`src/rtl/game_flow_fsm_pkg.sv`:
```
// Shared pong match-flow types: state encoding, serve directions, winner codes.
// Latency: n/a (types, constants and a pure win-check function only).
// Backpressure: n/a.
package pong_pkg;

  typedef enum logic [2:0] {
    IDLE      = 3'd0,
    SERVE     = 3'd1,
    PLAY      = 3'd2,
    PAUSED    = 3'd3,
    POINT     = 3'd4,
    GAME_OVER = 3'd5
  } state_t;

  localparam logic DIR_LEFT  = 1'b0;  // serve toward player 1
  localparam logic DIR_RIGHT = 1'b1;  // serve toward player 2

  localparam logic [1:0] WIN_NONE = 2'd0;
  localparam logic [1:0] WIN_P1   = 2'd1;
  localparam logic [1:0] WIN_P2   = 2'd2;

  // A saturated counter always wins: once pinned at its maximum the lead can
  // no longer grow, so win-by-two would otherwise stall the match forever.
  function automatic logic has_won(input int unsigned mine,
                                   input int unsigned other,
                                   input int unsigned win_score,
                                   input logic        by_two,
                                   input int unsigned sat_val);
    if (mine == sat_val) return 1'b1;
    if (mine < win_score) return 1'b0;
    return !by_two || (mine >= other + 32'd2);
  endfunction

endpackage

```
`src/rtl/game_flow_fsm_if.sv`:
```
// Match-flow bus between game_flow_fsm, the ball controller and the renderers.
// Latency: n/a (signal bundle). Backpressure: none, all signals are levels or one-cycle pulses.
// Ports: inputs timing_tick/start/pause/goal_left/goal_right; outputs ball_run/ball_reset/
//        serve_dir/player1_score/player2_score/game_over/winner/state_o.
interface game_flow_fsm_if #(parameter int SCORE_W = 4);

  logic               timing_tick;
  logic               start;
  logic               pause;
  logic               goal_left;
  logic               goal_right;
  logic               ball_run;
  logic               ball_reset;
  logic               serve_dir;
  logic [SCORE_W-1:0] player1_score;
  logic [SCORE_W-1:0] player2_score;
  logic               game_over;
  logic [1:0]         winner;
  logic [2:0]         state_o;

  // master: the match-flow FSM itself
  modport master (
    input  timing_tick, start, pause, goal_left, goal_right,
    output ball_run, ball_reset, serve_dir, player1_score, player2_score,
           game_over, winner, state_o
  );

  // slave: the surrounding ball controller / renderers / stimulus
  modport slave (
    output timing_tick, start, pause, goal_left, goal_right,
    input  ball_run, ball_reset, serve_dir, player1_score, player2_score,
           game_over, winner, state_o
  );

endinterface

```
`src/rtl/game_flow_fsm_score_counter.sv`:
```
// Per-player saturating score counter with synchronous clear (clear beats increment).
// Latency: 1 cycle from i_inc/i_clr to o_score.
// Backpressure: none; increments at the maximum are dropped rather than wrapped.
// Ports: clk, rst_n, i_clr, i_inc in; o_score out (SCORE_W).
module score_counter #(
  parameter int SCORE_W = 4
) (
  input  logic               clk,
  input  logic               rst_n,
  input  logic               i_clr,
  input  logic               i_inc,
  output logic [SCORE_W-1:0] o_score
);

  localparam logic [SCORE_W-1:0] SCORE_MAX = '1;
  localparam logic [SCORE_W-1:0] SCORE_ONE = SCORE_W'(1);

  logic [SCORE_W-1:0] r_score;

  always_ff @(posedge clk or negedge rst_n) begin
    if (!rst_n) begin
      r_score <= '0;
    end else if (i_clr) begin
      r_score <= '0;
    end else if (i_inc && (r_score != SCORE_MAX)) begin
      r_score <= r_score + SCORE_ONE;
    end
  end

  assign o_score = r_score;

endmodule

```
`src/rtl/game_flow_fsm.sv`:
```
// Pong match flow: idle, timed serve, rally, pause, point scoring, win detection, rematch.
// Latency: start/pause edges act 2 cycles after the level rises; outputs follow state by 1 cycle.
// Backpressure: none; goal pulses outside PLAY and pause edges outside PLAY/PAUSED are dropped.
// Ports: clk, rst_n plain; bus (game_flow_fsm_if.master) carries the tick/button/goal inputs
//        and the ball control, score, winner and state outputs.
module game_flow_fsm
  import pong_pkg::*;
#(
  parameter int SCORE_W         = 4,
  parameter int WIN_SCORE       = 11,
  parameter bit WIN_BY_TWO      = 1'b0,
  parameter int SERVE_DELAY     = 60,
  parameter bit FIRST_SERVE_DIR = 1'b0
) (
  input  logic             clk,
  input  logic             rst_n,
  game_flow_fsm_if.master  bus
);

  // A delay of 0 behaves like 1: the first tick in SERVE releases the ball.
  localparam int SERVE_LAST = (SERVE_DELAY <= 1) ? 0 : SERVE_DELAY - 1;
  localparam int CNT_W      = (SERVE_LAST < 2) ? 1 : $clog2(SERVE_LAST + 1);
  localparam logic [CNT_W-1:0] CNT_LAST = CNT_W'(SERVE_LAST);
  localparam logic [CNT_W-1:0] CNT_ONE  = CNT_W'(1);
  localparam int unsigned SAT_VAL = (SCORE_W >= 32) ? 32'hFFFF_FFFF
                                                    : ((32'd1 << SCORE_W) - 32'd1);

  state_t           r_state;
  logic [CNT_W-1:0] r_serve_cnt;
  logic             r_serve_dir;
  logic [1:0]       r_winner;
  logic             r_start_s, r_start_d;
  logic             r_pause_s, r_pause_d;
  logic             r_armed;
  logic             r_ball_run;
  logic             r_ball_reset;
  logic             r_game_over;
  state_t           r_state_o;

  state_t           w_state_nxt;
  logic [CNT_W-1:0] w_cnt_nxt;
  logic             w_dir_nxt;
  logic [1:0]       w_winner_nxt;
  logic             w_p1_inc, w_p2_inc, w_clr;
  logic             w_start_rise, w_pause_rise;
  logic             w_p1_win, w_p2_win;

  // Edge detectors. During the first cycle after reset the delayed copy loads
  // straight from the pin, so a button already held at reset release reads as
  // "no edge" and a fresh press is needed.
  always_ff @(posedge clk or negedge rst_n) begin
    if (!rst_n) begin
      r_start_s <= 1'b0;
      r_start_d <= 1'b0;
      r_pause_s <= 1'b0;
      r_pause_d <= 1'b0;
      r_armed   <= 1'b0;
    end else begin
      r_start_s <= bus.start;
      r_pause_s <= bus.pause;
      r_start_d <= r_armed ? r_start_s : bus.start;
      r_pause_d <= r_armed ? r_pause_s : bus.pause;
      r_armed   <= 1'b1;
    end
  end

  assign w_start_rise = r_start_s & ~r_start_d;
  assign w_pause_rise = r_pause_s & ~r_pause_d;

  // Scores seen in POINT already include the goal just taken.
  assign w_p1_win = has_won(32'(bus.player1_score), 32'(bus.player2_score),
                            32'(WIN_SCORE), WIN_BY_TWO, SAT_VAL);
  assign w_p2_win = has_won(32'(bus.player2_score), 32'(bus.player1_score),
                            32'(WIN_SCORE), WIN_BY_TWO, SAT_VAL);

  always_comb begin
    w_state_nxt  = r_state;
    w_cnt_nxt    = r_serve_cnt;
    w_dir_nxt    = r_serve_dir;
    w_winner_nxt = r_winner;
    w_p1_inc     = 1'b0;
    w_p2_inc     = 1'b0;
    w_clr        = 1'b0;
    case (r_state)
      IDLE: begin
        if (w_start_rise) begin
          w_clr       = 1'b1;
          w_dir_nxt   = FIRST_SERVE_DIR;
          w_state_nxt = SERVE;
        end
      end
      SERVE: begin
        if (bus.timing_tick) begin
          if (r_serve_cnt == CNT_LAST) begin
            w_cnt_nxt   = '0;
            w_state_nxt = PLAY;
          end else begin
            w_cnt_nxt = r_serve_cnt + CNT_ONE;
          end
        end
      end
      PLAY: begin
        // Double goal is a glitch in the ball controller: replay the serve.
        if (bus.goal_left && bus.goal_right) begin
          w_state_nxt = SERVE;
        end else if (bus.goal_left) begin
          w_p2_inc    = 1'b1;
          w_dir_nxt   = DIR_LEFT;
          w_state_nxt = POINT;
        end else if (bus.goal_right) begin
          w_p1_inc    = 1'b1;
          w_dir_nxt   = DIR_RIGHT;
          w_state_nxt = POINT;
        end else if (w_pause_rise) begin
          w_state_nxt = PAUSED;
        end
      end
      PAUSED: begin
        if (w_pause_rise) w_state_nxt = PLAY;
      end
      POINT: begin
        // Only the scorer of the last point can have crossed the threshold.
        if (w_p1_win) begin
          w_winner_nxt = WIN_P1;
          w_state_nxt  = GAME_OVER;
        end else if (w_p2_win) begin
          w_winner_nxt = WIN_P2;
          w_state_nxt  = GAME_OVER;
        end else begin
          w_state_nxt = SERVE;
        end
      end
      GAME_OVER: begin
        if (w_start_rise) begin
          w_clr        = 1'b1;
          w_winner_nxt = WIN_NONE;
          w_dir_nxt    = FIRST_SERVE_DIR;
          w_state_nxt  = SERVE;
        end
      end
      default: w_state_nxt = IDLE;
    endcase
  end

  always_ff @(posedge clk or negedge rst_n) begin
    if (!rst_n) begin
      r_state     <= IDLE;
      r_serve_cnt <= '0;
      r_serve_dir <= FIRST_SERVE_DIR;
      r_winner    <= WIN_NONE;
    end else begin
      r_state     <= w_state_nxt;
      r_serve_cnt <= w_cnt_nxt;
      r_serve_dir <= w_dir_nxt;
      r_winner    <= w_winner_nxt;
    end
  end

  // Ball and status outputs are decoded from the settled state one cycle
  // later. The ball is only left in place while rallying or frozen by pause.
  always_ff @(posedge clk or negedge rst_n) begin
    if (!rst_n) begin
      r_ball_run   <= 1'b0;
      r_ball_reset <= 1'b1;
      r_game_over  <= 1'b0;
      r_state_o    <= IDLE;
    end else begin
      r_ball_run   <= (r_state == PLAY);
      r_ball_reset <= !((r_state == PLAY) || (r_state == PAUSED));
      r_game_over  <= (r_state == GAME_OVER);
      r_state_o    <= r_state;
    end
  end

  score_counter #(.SCORE_W(SCORE_W)) u_p1_score (
    .clk     (clk),
    .rst_n   (rst_n),
    .i_clr   (w_clr),
    .i_inc   (w_p1_inc),
    .o_score (bus.player1_score)
  );

  score_counter #(.SCORE_W(SCORE_W)) u_p2_score (
    .clk     (clk),
    .rst_n   (rst_n),
    .i_clr   (w_clr),
    .i_inc   (w_p2_inc),
    .o_score (bus.player2_score)
  );

  assign bus.ball_run   = r_ball_run;
  assign bus.ball_reset = r_ball_reset;
  assign bus.serve_dir  = r_serve_dir;
  assign bus.game_over  = r_game_over;
  assign bus.winner     = r_winner;
  assign bus.state_o    = r_state_o;

endmodule

```
`src/flat_wrapper.sv`:
```
// flat-port wrapper written by rule: the top's interface ports become plain ports
module game_flow_fsm_flat import pong_pkg::*;
#(
  parameter int SCORE_W         = 4,
  parameter int WIN_SCORE       = 11,
  parameter bit WIN_BY_TWO      = 1'b0,
  parameter int SERVE_DELAY     = 60,
  parameter bit FIRST_SERVE_DIR = 1'b0
)
  (clk, rst_n, bus_timing_tick, bus_start, bus_pause, bus_goal_left, bus_goal_right, bus_ball_run, bus_ball_reset, bus_serve_dir, bus_player1_score, bus_player2_score, bus_game_over, bus_winner, bus_state_o);
  game_flow_fsm_if #(.SCORE_W(SCORE_W)) bus_i ();
  input  logic clk;
  input  logic rst_n;
  input wire logic [$bits(bus_i.timing_tick)-1:0] bus_timing_tick;
  input wire logic [$bits(bus_i.start)-1:0] bus_start;
  input wire logic [$bits(bus_i.pause)-1:0] bus_pause;
  input wire logic [$bits(bus_i.goal_left)-1:0] bus_goal_left;
  input wire logic [$bits(bus_i.goal_right)-1:0] bus_goal_right;
  output wire logic [$bits(bus_i.ball_run)-1:0] bus_ball_run;
  output wire logic [$bits(bus_i.ball_reset)-1:0] bus_ball_reset;
  output wire logic [$bits(bus_i.serve_dir)-1:0] bus_serve_dir;
  output wire logic [$bits(bus_i.player1_score)-1:0] bus_player1_score;
  output wire logic [$bits(bus_i.player2_score)-1:0] bus_player2_score;
  output wire logic [$bits(bus_i.game_over)-1:0] bus_game_over;
  output wire logic [$bits(bus_i.winner)-1:0] bus_winner;
  output wire logic [$bits(bus_i.state_o)-1:0] bus_state_o;
  assign bus_i.timing_tick = bus_timing_tick;
  assign bus_i.start = bus_start;
  assign bus_i.pause = bus_pause;
  assign bus_i.goal_left = bus_goal_left;
  assign bus_i.goal_right = bus_goal_right;
  assign bus_ball_run = bus_i.ball_run;
  assign bus_ball_reset = bus_i.ball_reset;
  assign bus_serve_dir = bus_i.serve_dir;
  assign bus_player1_score = bus_i.player1_score;
  assign bus_player2_score = bus_i.player2_score;
  assign bus_game_over = bus_i.game_over;
  assign bus_winner = bus_i.winner;
  assign bus_state_o = bus_i.state_o;
  game_flow_fsm #(.SCORE_W(SCORE_W), .WIN_SCORE(WIN_SCORE), .WIN_BY_TWO(WIN_BY_TWO), .SERVE_DELAY(SERVE_DELAY), .FIRST_SERVE_DIR(FIRST_SERVE_DIR)) u_core (.clk(clk), .rst_n(rst_n), .bus(bus_i));
endmodule
```
`config.mk`:
```
export PLATFORM = sky130hd
export DESIGN_NAME = game_flow_fsm_flat
export DESIGN_NICKNAME = d
export VERILOG_FILES = /design/src/rtl/game_flow_fsm_pkg.sv /design/src/rtl/game_flow_fsm_if.sv /design/src/rtl/game_flow_fsm_score_counter.sv /design/src/rtl/game_flow_fsm.sv /design/src/flat_wrapper.sv
export SDC_FILE = /design/constraint.sdc
export NUM_CORES = 1
export LEC_CHECK = 0
export BUFFER_PORTS_ARGS = -buffer_cell sky130_fd_sc_hd__buf_2
export CAP_MARGIN = 10
export CORE_ASPECT_RATIO = 1.5
export CORE_MARGIN = 3
export CORE_UTILIZATION = 56
export CTS_CLUSTER_SIZE = 12
export DETAILED_ROUTE_END_ITERATION = 8
export PLACE_DENSITY = 0.77
export SLEW_MARGIN = 40
export SYNTH_ARGS = -nofsm -noshare
export SYNTH_HDL_FRONTEND = slang
export SYNTH_HIERARCHICAL = 1
export SYNTH_SLANG_ARGS = --single-unit
```
`constraint.sdc`:
```
create_clock -name clk -period 2.3 [get_ports clk]
set_input_delay 0.345 -clock clk [delete_from_list [all_inputs] [get_ports clk]]
set_output_delay 0.345 -clock clk [all_outputs]
set_load 0.05 [all_outputs]
```
Word level (Yosys, flattened, before mapping)
Index checks and enable logic that the tools add are counted.
{ "word_totals": {"regBits": 31, "inputBits": 7} }
{ "op_classes": {"n_addsub": 3, "order_cmp": 2, "eq_ne": 19, "muxes": 50, "bitwise": 4, "n_reduce_logical": 15} }
{ "ops": {"columns": ["op", "count"], "rows": [
  ["two-way mux 3 bit", 10],
  ["two-way mux 1 bit", 29],
  ["two-way mux 4 bit", 4],
  ["one-hot mux 3 bit (5 select lines)", 1],
  ["adder 4 x 1 -> 4 bit (second input constant)", 2],
  ["equality test 4 bit (second input constant)", 2],
  ["< comparator 4 bit (second input constant)", 2],
  ["inequality test 2 x 1 -> 1 bit (second input constant)", 4],
  ["inequality test 4 bit (second input constant)", 2],
  ["nonzero test 2 bit", 4],
  ["adder 6 x 1 -> 6 bit (second input constant)", 1],
  ["equality test 3 x 2 -> 1 bit (second input constant)", 2],
  ["equality test 3 bit (second input constant)", 2],
  ["equality test 6 bit (second input constant)", 1],
  ["two-way mux 2 bit", 3],
  ["two-way mux 6 bit", 1],
  ["inequality test 5 x 3 -> 1 bit (second input constant)", 1],
  ["AND reduction 5 bit", 1],
  ["inequality test 2 bit (second input constant)", 2],
  ["one-hot mux 2 bit (2 select lines)", 1],
  ["AND reduction 4 bit", 1],
  ["equality test 3 x 1 -> 1 bit (second input constant)", 1],
  ["logical AND 1 bit", 3],
  ["logical NOT 3 bit", 1],
  ["10 further kinds", 12]
]} }

Longest topological paths before layout
Gate-level depths: netlist (run 1).
{ "depth": {"word_depth": 8, "mapped_depth": 8, "mapped_depth_nobuf": 7} }

Modules after synthesis
The synthesis (run 1) kept the hierarchy.
{ "by_module_without_submodules": {"columns": ["module", "n_inst", "cells_per_inst", "area_each_um2", "seq_area_each_um2"], "rows": [
  ["game_flow_fsm", 1, 104, 1158.6, 576.8],
  ["score_counter", 2, 20, 229.0, 100.1]
]} }

Worst setup path after synthesis (run 1)
Ideal clock, no wire load.
{ "synth_path": {"kind": "reg2reg", "startpoint": "reg u_core.r_state[0]", "endpoint": "reg u_core.u_p1_score.r_score[0] (netlist: u_core/u_p1_score/o_score[0])", "setup_time_ps": 125, "arrival_ps": 1682, "t_required_ps": 2175, "slack_ps": 493, "path_stages_with_launch": 6, "n_path_buf": 1, "cell_sequence": "dfrtp_1 buf_2 xor2_1 nor3_1 nor2b_1 mux2_4"} }
{ "synth_via": {"elab_chain_len": 4, "elab_cells_between_ends": 9, "cone_classes": "eq/ne (2); mux (3); reduce/logical (4)"} }
{ "synth_rtl": {"columns": ["element", "line_no", "rtl"], "rows": [
  ["start: declaration", "game_flow_fsm.sv:28", "state_t r_state;"],
  ["start signal: assignment", "game_flow_fsm.sv:152", "r_state <= w_state_nxt;"],
  ["equality test 3 bit or logical NOT 3 bit (tied branches)", "game_flow_fsm.sv:84", "case (r_state)"],
  ["OR reduction 2 bit (no source line) *", null, null],
  ["two-way mux 1 bit *", null, null],
  ["named net u_core.w_clr", "game_flow_fsm.sv:44", "logic w_p1_inc, w_p2_inc, w_clr;"],
  ["two-way mux 4 bit or nonzero test 2 bit (tied branches)", null, null],
  ["end signal: assignment", "game_flow_fsm_score_counter.sv:26", "r_score <= r_score + SCORE_ONE;"],
  ["end: declaration", "game_flow_fsm_score_counter.sv:18", "logic [SCORE_W-1:0] r_score;"]
]} }
Mark *: on every way through the listed nets, which the timed path passes. The rest lies on a longest branch.
A chain may end at the register's enable or synchronous reset.

Final worst setup path (run 1)
{ "layout_path": {"startpoint": "reg u_core.r_state[1]", "endpoint": "reg u_core.u_p2_score.r_score[0] (netlist: u_core/u_p2_score/o_score[0])"} }
{ "layout_via": {"elab_chain_len": 4, "elab_cells_between_ends": 9, "cone_classes": "eq/ne (2); mux (3); reduce/logical (4)"} }
{ "layout_rtl": {"columns": ["element", "line_no", "rtl"], "rows": [
  ["equality test 3 x 2 -> 1 bit", "game_flow_fsm.sv:84", null],
  ["two-way mux 1 bit", "game_flow_fsm.sv:84", null],
  ["named net u_core.w_p2_inc", "game_flow_fsm.sv:44", null],
  ["logical AND 1 bit", "game_flow_fsm_score_counter.sv:25", "end else if (i_inc && (r_score != SCORE_MAX)) begin"],
  ["nonzero test 2 bit (no source line)", null, null],
  ["end signal: assignment", "game_flow_fsm_score_counter.sv:26", null],
  ["end: declaration", "game_flow_fsm_score_counter.sv:18", null]
]} }
The timed path passes the listed nets, and every way through them passes these cells.

==> metrics.md, run 1 <==
| Metric | Value |
|---|---|
| Status | `finished, final reports clean` |
| Sequential share of the synthesized area | `48.1%` |
| Required time worst endpoint | `2470 ps` |
| Clock skew | `7.44 ps` |
| Pleak | `0.866 nW` |
| Initial Util | `59.8%` |
| Final Max Tran Viols | `0` |
| Worst hold path type | `input port to asynchronous set/reset pin` |
| CTS max path bufs | `2` |
| Hold Fails Final Rpt | `0` |
| Initial DRC count | `19` |
| Clk_lat worst skew | `280 ps` |
| Synth Instances | `144` |
| #FFs+latches synth | `31` |
| Share of layout cells above drive strength 1 | `28.5%` |
| Largest delay contributor family on the critical path | `simple AND/OR/NAND/NOR gates` |
| Worst-path clk slew | `60 ps` |
| Worst-margin pin slew | `677 ps` |
| Setup-failing EPs final | `0` |
| DR DRC count | `0` |
| Post-detail-place hpwl | `2250 um` |
| Internal Power | `0.896 mW` |
| Placement Rows | `23` |
| Crit path time final | `1780 ps` |
| Die span in x | `49.9 um` |
| Clock Power Share | `32.0%` |
| CTS Buf Count | `5` |
| Max-Cap Viols | `0` |
| Congestion Overflow GR | `0` |
| Vias in the first global route | `1165` |
| Pwr dens | `680 mW/mm^2` |
| Post-CTS Setup Bufs | `0` |
| First-pass DRT Iterations | `4` |
| Routed vias/inst | `5.61` |
| Crit path largest cell delay | `510 ps` |
| Root Buffer | `clkbuf_8` |
| Die area | `0.00358 sq mm` |
| Area Overhead vs Synth | `13.5%` |
| DR WL/cell | `14.4 um` |
| WP data arrival | `1950 ps` |
| Setup TNS after final layout | `0 ps` |
| CP Launch Type | `register` |
| Port-buffer cells | `23` |
| Post-synth EDFFs | `0` |
| YS warnings | `6` |
| First-pass GRT wire length | `5090 um` |
| TritonCTS Sinks | `31` |
| CTS H-tree depth | `2` |
| GP Congestion | `0.783` |
| Detailed Route WL | `3010 um` |
| Syn avg cell area | `11.2 sq um` |
| Worst vdd rail ir drop | `0.475 mV` |
| Util after Layout | `67.8%` |
| CTS-repair resized insts | `0` |
| CP Buf/Inv Count | `1` |
| Worst Setup End Kind | `register` |
| Core ar. | `0.00271 sq mm` |
| Synth Cell Area | `0.00162 sq mm` |
| Initial antenna violation count | `0` |
| Ports | `24` |
| Most frequent cells in the layout | `dfrtp_1 (30), buf_2 (23), a21oi_1 (9)` |
| Worst slew margin | `54.9%` |
| Sw Ratio | `28.2%` |
| Total chip power | `1.25 mW` |
| Chip height | `71.8 um` |
| Fin nets | `186` |
| Critical path start-end classification | `register to register` |
| Routed vias | `1173` |
| Antenna Violating Nets Remaining | `0` |
| TritonCTS clock tree | `built` |
| Crit-path slowest cell | `dfrtp_1` |
| GR Util All Layers | `18.9%` |
| N_diodes | `0` |
| Cts-stage hold buffer count | `0` |
| Synth unique cells | `45` |
| Flop pwr share | `53.2%` |
| Async SR Flop Fraction | `100%` |
| Pin count of the biggest net entering global routing | `32` |
| Combinational share of power | `14.9%` |
| Synth Flop Type | `dfrtp_1` |
| Net Sw Power | `0.351 mW` |
| Crit-path cells | `and2b_1 > inv_2 > nor2_1 > and2_1 > nor2b_4 > mux2_4` |
| RSZ-0062 raised after global routing | `false` |
| Tcrit/Tclk final | `77.5%` |
| Max Fanout on Critical Path | `11` |
| Net Count, Synth | `159` |
| Max frequency | `0.561 GHz` |
| Commonest non-fill, non-tap cell in the layout | `dfrtp_1` |
state kept, by name (all words and copies together), names as in the netlist, 2 cells and up:
| register | cells |
|---|---|
| u_core/bus.winner | 2 |
| u_core/bus.state_o | 3 |
| u_core/u_p2_score/o_score | 4 |
| u_core/u_p1_score/o_score | 4 |
| u_core/r_serve_cnt | 6 |
| u_core/r_state | 3 |
per-layer routing:
layer,vias up,track usage [%],part of all wire (%)
met1,570,21.0,41
met4,0,11.1,3.3
met3,11,5.61,4.9
met5,-,0,0
li1,562,-,-
met2,30,31.5,51
power by group through the flow:
stage / logic, mW / registers, mW / clock network, mW
2_1_floorplan: 0.120 / 0.679 / 0
3_3_place_gp: 0.178 / 0.668 / 0
3_5_place_dp: 0.186 / 0.672 / 0
4_1_cts: 0.189 / 0.662 / 0.411
5_1_grt: 0.207 / 0.670 / 0.439
6_report: 0.185 / 0.663 / 0.399
synthesized netlist by cell type, types with 2 or more instances:
cell type | count | area, sq um
and2_1 | 3 | 18.8
mux2_4 | 3 | 45.0
mux2i_1 | 5 | 50.1
o21ai_1 | 3 | 15.0
mux2_2 | 2 | 22.5
nand4_1 | 4 | 25.0
dfrtp_1 | 30 | 751
ha_1 | 8 | 100
and3_4 | 2 | 22.5
nor2_1 | 5 | 18.8
and3_1 | 2 | 12.5
buf_6 | 2 | 22.5
a21o_1 | 3 | 22.5
a31oi_1 | 2 | 12.5
nor2b_4 | 2 | 27.5
buf_2 | 2 | 10.0
nor2b_1 | 7 | 43.8
a21oi_1 | 9 | 45.0
nand2b_1 | 6 | 37.5
o21a_1 | 2 | 15.0
nand2_1 | 4 | 15.0
inv_1 | 6 | 22.5
nor3_1 | 3 | 15.0
or2_0 | 2 | 12.5
and4b_2 | 2 | 22.5
o21ai_0 | 6 | 30.0
layout make-up:
type,instances,area [sq um]
clock buffer,7,76.3
clock inverter,1,5.00
inverter,7,26.3
tap,37,46.3
sequential,31,777
timing repair buffer,24,123
fill,227,871
multi-input combinational,102,781
through the flow:
step           worst slack (ps)  area [sq um]  hold slack [ps]  cells
2_1_floorplan               493          1620             49.4    144
3_3_place_gp                600          1750              422    201
3_5_place_dp                530          1750              419    201
4_1_cts                     526          1830              118    209
5_1_grt                     395          1830              142    209
6_report                    518          1830             99.5    209
final timing paths:
check / slack, ps / end / startpoint / depth (start not counted)
worst max-delay path: 520 / u_core/u_p2_score/o_score[0]$_DFFE_PN0P_ / u_core/r_state[1]$_DFFE_PN0P_ / 6
worst min-delay path: 100 / u_core/u_p2_score/o_score[2]$_DFFE_PN0P_ / rst_n / 1
worst max register to register: 520 / u_core/u_p2_score/o_score[0]$_DFFE_PN0P_ / u_core/r_state[1]$_DFFE_PN0P_ / 6
worst min register to register: 500 / u_core/r_serve_cnt[4]$_DFFE_PN0P_ / u_core/r_serve_cnt[4]$_DFFE_PN0P_ / 1
max in group asynchronous: 1760 / u_core/r_state[0]$_DFFE_PN0P_ / rst_n / 1
min in group clk: 190 / u_core/r_pause_s$_DFF_PN0_ / bus_pause / 1
kinds of logic after synthesis:
family / count (synthesis) / synth area share (%)
AO/OA/AOI/OAI: 33 / 13.2
XOR/XNOR: 1 / 0.542
adder cells (fa/ha/maj): 8 / 6.19
buffers and inverters: 11 / 3.64
flip-flops: 31 / 48.1
multiplexers: 10 / 7.28
other: 1 / 0.232
AND/OR/NAND/NOR: 49 / 20.9
Power figures use the tool's default switching activity.
==> run 2: changes to the inputs <==
==> constraint.sdc (replaced) <==
create_clock -name clk -period 1.8 [get_ports clk]
set_input_delay 0.27 -clock clk [delete_from_list [all_inputs] [get_ports clk]]
set_output_delay 0.27 -clock clk [all_outputs]
set_load 0.05 [all_outputs]
==> run 2 against run 1 <==
  * Register-to-register slack lost 430 ps
  * Die area is the same
  * Highest routed layer unchanged
  * Critical endpoint unchanged
  * Fmax grew 4.2%
  * Cell count grew 1.4%
==> metrics.md, run 2 (synthesis results as in run 1) <==
| Metric | Value |
|---|---|
| Placed cell areas | `0.00178 sq mm (+1.6%)` |
| Port-buffer cells | `23 (unchanged)` |
| Most frequent cells in the layout | `dfrtp_1 (30), buf_2 (23), a21oi_1 (9)` |
| Critical path start-end classification | `register to register` |
| DR DRC count | `0 (unchanged)` |
| Cell total after placement | `204 (+1.5%)` |
| Util after Layout | `70.2% (+2.4 points)` |
| Routed vias | `1170 (-0.26%)` |
| Worst slack, placed | `107 ps (-423 ps)` |
| Commonest non-fill, non-tap cell in the layout | `dfrtp_1` |
| Worst-path clk slew | `60 ps (about the same)` |
| Max frequency | `0.585 GHz (+4.2%)` |
| Max-Cap Viols | `0 (unchanged)` |
| Setup TNS after final layout | `0 ps (unchanged)` |
| DR WL/cell | `14.5 um (+0.52%)` |
| Hold Fails Final Rpt | `0 (unchanged)` |
| N_diodes | `0 (unchanged)` |
| Placement Rows | `23 (unchanged)` |
| Initial antenna violation count | `0 (unchanged)` |
| Routed vias/inst | `5.52 (-1.7%)` |
| Worst setup margin | `90.3 ps (-427 ps)` |
| Worst vdd rail ir drop | `0.864 mV (+82%)` |
| Root Buffer | `clkbuf_8` |
| CP Launch Type | `register` |
| RSZ-0062 raised after global routing | `false` |
| Total chip power | `1.79 mW (+44%)` |
| Pwr dens | `944 mW/mm^2 (+39%)` |
| Worst slew margin | `55.6% (+0.73 points)` |
| CTS max path bufs | `2 (unchanged)` |
| Clock skew | `5.01 ps (-2.43 ps)` |
| Area Overhead vs Synth | `17.4%` |
| Post-detail-place hpwl | `2300 um (+2.0%)` |
| WP data arrival | `1870 ps (-80 ps)` |
| Core ar. | `0.00271 sq mm (unchanged)` |
| Max Fanout on Critical Path | `4 (-7)` |
| Congestion Overflow GR | `0 (unchanged)` |
| Clk_lat worst skew | `280 ps (about the same)` |
| Die area | `0.00358 sq mm (unchanged)` |
| Share of layout cells above drive strength 1 | `31.4% (+2.9 points)` |
| Final Max Tran Viols | `0 (unchanged)` |
| WHS | `19.8 ps (-79.8 ps)` |
| TritonCTS Sinks | `31 (unchanged)` |
| Area occupied by multi-input gates | `786 sq um (+0.64%)` |
| Die span in x | `49.9 um (unchanged)` |
| Required time worst endpoint | `1960 ps (-510 ps)` |
| Reg area | `777 sq um (unchanged)` |
| GR Util All Layers | `19.1% (+0.22 points)` |
| Worst hold path type | `input port to asynchronous set/reset pin` |
| Chip height | `71.8 um (unchanged)` |
| GP Congestion | `0.788 (+0.70%)` |
| Worst Setup End Kind | `register` |
| Initial Util | `59.8% (unchanged)` |
| Setup-failing EPs final | `0 (unchanged)` |
| CTS H-tree depth | `2 (unchanged)` |
| Tcrit/Tclk final | `95.0% (+17 points)` |
| Vias in the first global route | `1208 (+3.7%)` |
| Post-Layout Cell Count | `212 (+1.4%)` |
| Ports | `24 (unchanged)` |
| First-pass DRT Iterations | `4 (unchanged)` |
| Detailed Route WL | `3070 um (+2.0%)` |
| Fin nets | `189 (+1.6%)` |
| Crit path time final | `1710 ps (-72.5 ps)` |
| Post-route cell area | `0.00190 sq mm (+3.5%)` |
| Max reg flops | `6 (unchanged)` |
| Post-CTS Setup Bufs | `0 (unchanged)` |
| Fill cell count | `224 (-1.3%)` |
| Worst-margin pin slew | `666 ps (-11.0 ps)` |
| Most flops, register | `u_core/r_serve_cnt` |
| Initial DRC count | `41 (+22)` |
| First-pass GRT wire length | `5030 um (-1.1%)` |
| TritonCTS clock tree | `built` |
| Cts-stage hold buffer count | `0 (unchanged)` |
| Antenna Violating Nets Remaining | `0 (unchanged)` |
| Pleak | `0.901 nW (+4.1%)` |
| Status | `finished, final reports clean` |
| CTS Buf Count | `5 (unchanged)` |
| CTS-repair resized insts | `0 (unchanged)` |
| Pin count of the biggest net entering global routing | `32 (unchanged)` |
run 2: cell types whose count changed in the layout (fill, tap and decap cells not counted):
cell       change
buf_4          +3
bufinv_16      +1
clkbuf_1       -2
clkbuf_8       +1
nor3_1         -1
nor3_2         +1
run 2: power breakdown:
group	total [mW]	switching [mW]	leakage (nW)	internal, mW
combinational	0.247	0.136	0.447	0.111
clock	0.701	0.254	0.0612	0.447
sequential	0.842	0.0748	0.393	0.768
run 2: area by class of cell:
class                           instances  area share, %
Tap cell                               37           2.44
Multi-Input combinational cell        102           41.4
Clock inverter                          2           1.85
Clock buffer                            6           4.35
Sequential cell                        31           40.9
Timing Repair Buffer                   27           7.65
Inverter                                7           1.38
run 2: worst paths after layout:
path,start,endpoint,slack (ps),cells past startpoint
min in group clk,bus_pause,u_core/r_pause_s$_DFF_PN0_,110,1
worst max-delay path,u_core/r_state[2]$_DFFE_PN0P_,u_core/u_p2_score/o_score[0]$_DFFE_PN0P_,90,6
worst min-delay path,rst_n,u_core/u_p2_score/o_score[2]$_DFFE_PN0P_,20,1
worst min register to register,u_core/r_serve_cnt[4]$_DFFE_PN0P_,u_core/r_serve_cnt[4]$_DFFE_PN0P_,500,1
worst max register to register,u_core/r_state[2]$_DFFE_PN0P_,u_core/u_p2_score/o_score[0]$_DFFE_PN0P_,90,6
max in group asynchronous,rst_n,u_core/r_state[1]$_DFFE_PN0P_,1350,1
run 2: layer usage:
metal  wire length, um  track usage, %  share of wire, %  up-vias
li1                  -               -                 -      570
met1              1170            18.8                38      568
met2              1700            33.6                55       23
met3               107            4.99               3.5        9
met4                85            14.2               2.8        0
met5                 0               0                 0        -
run 2: critical path, stage by stage, from the launching register on:
cell and delay (ps):
dfrtp_1 380, and2b_1 260, inv_2 70, nor2_1 160, and2_1 230, nor2b_4 200
mux2_4 310
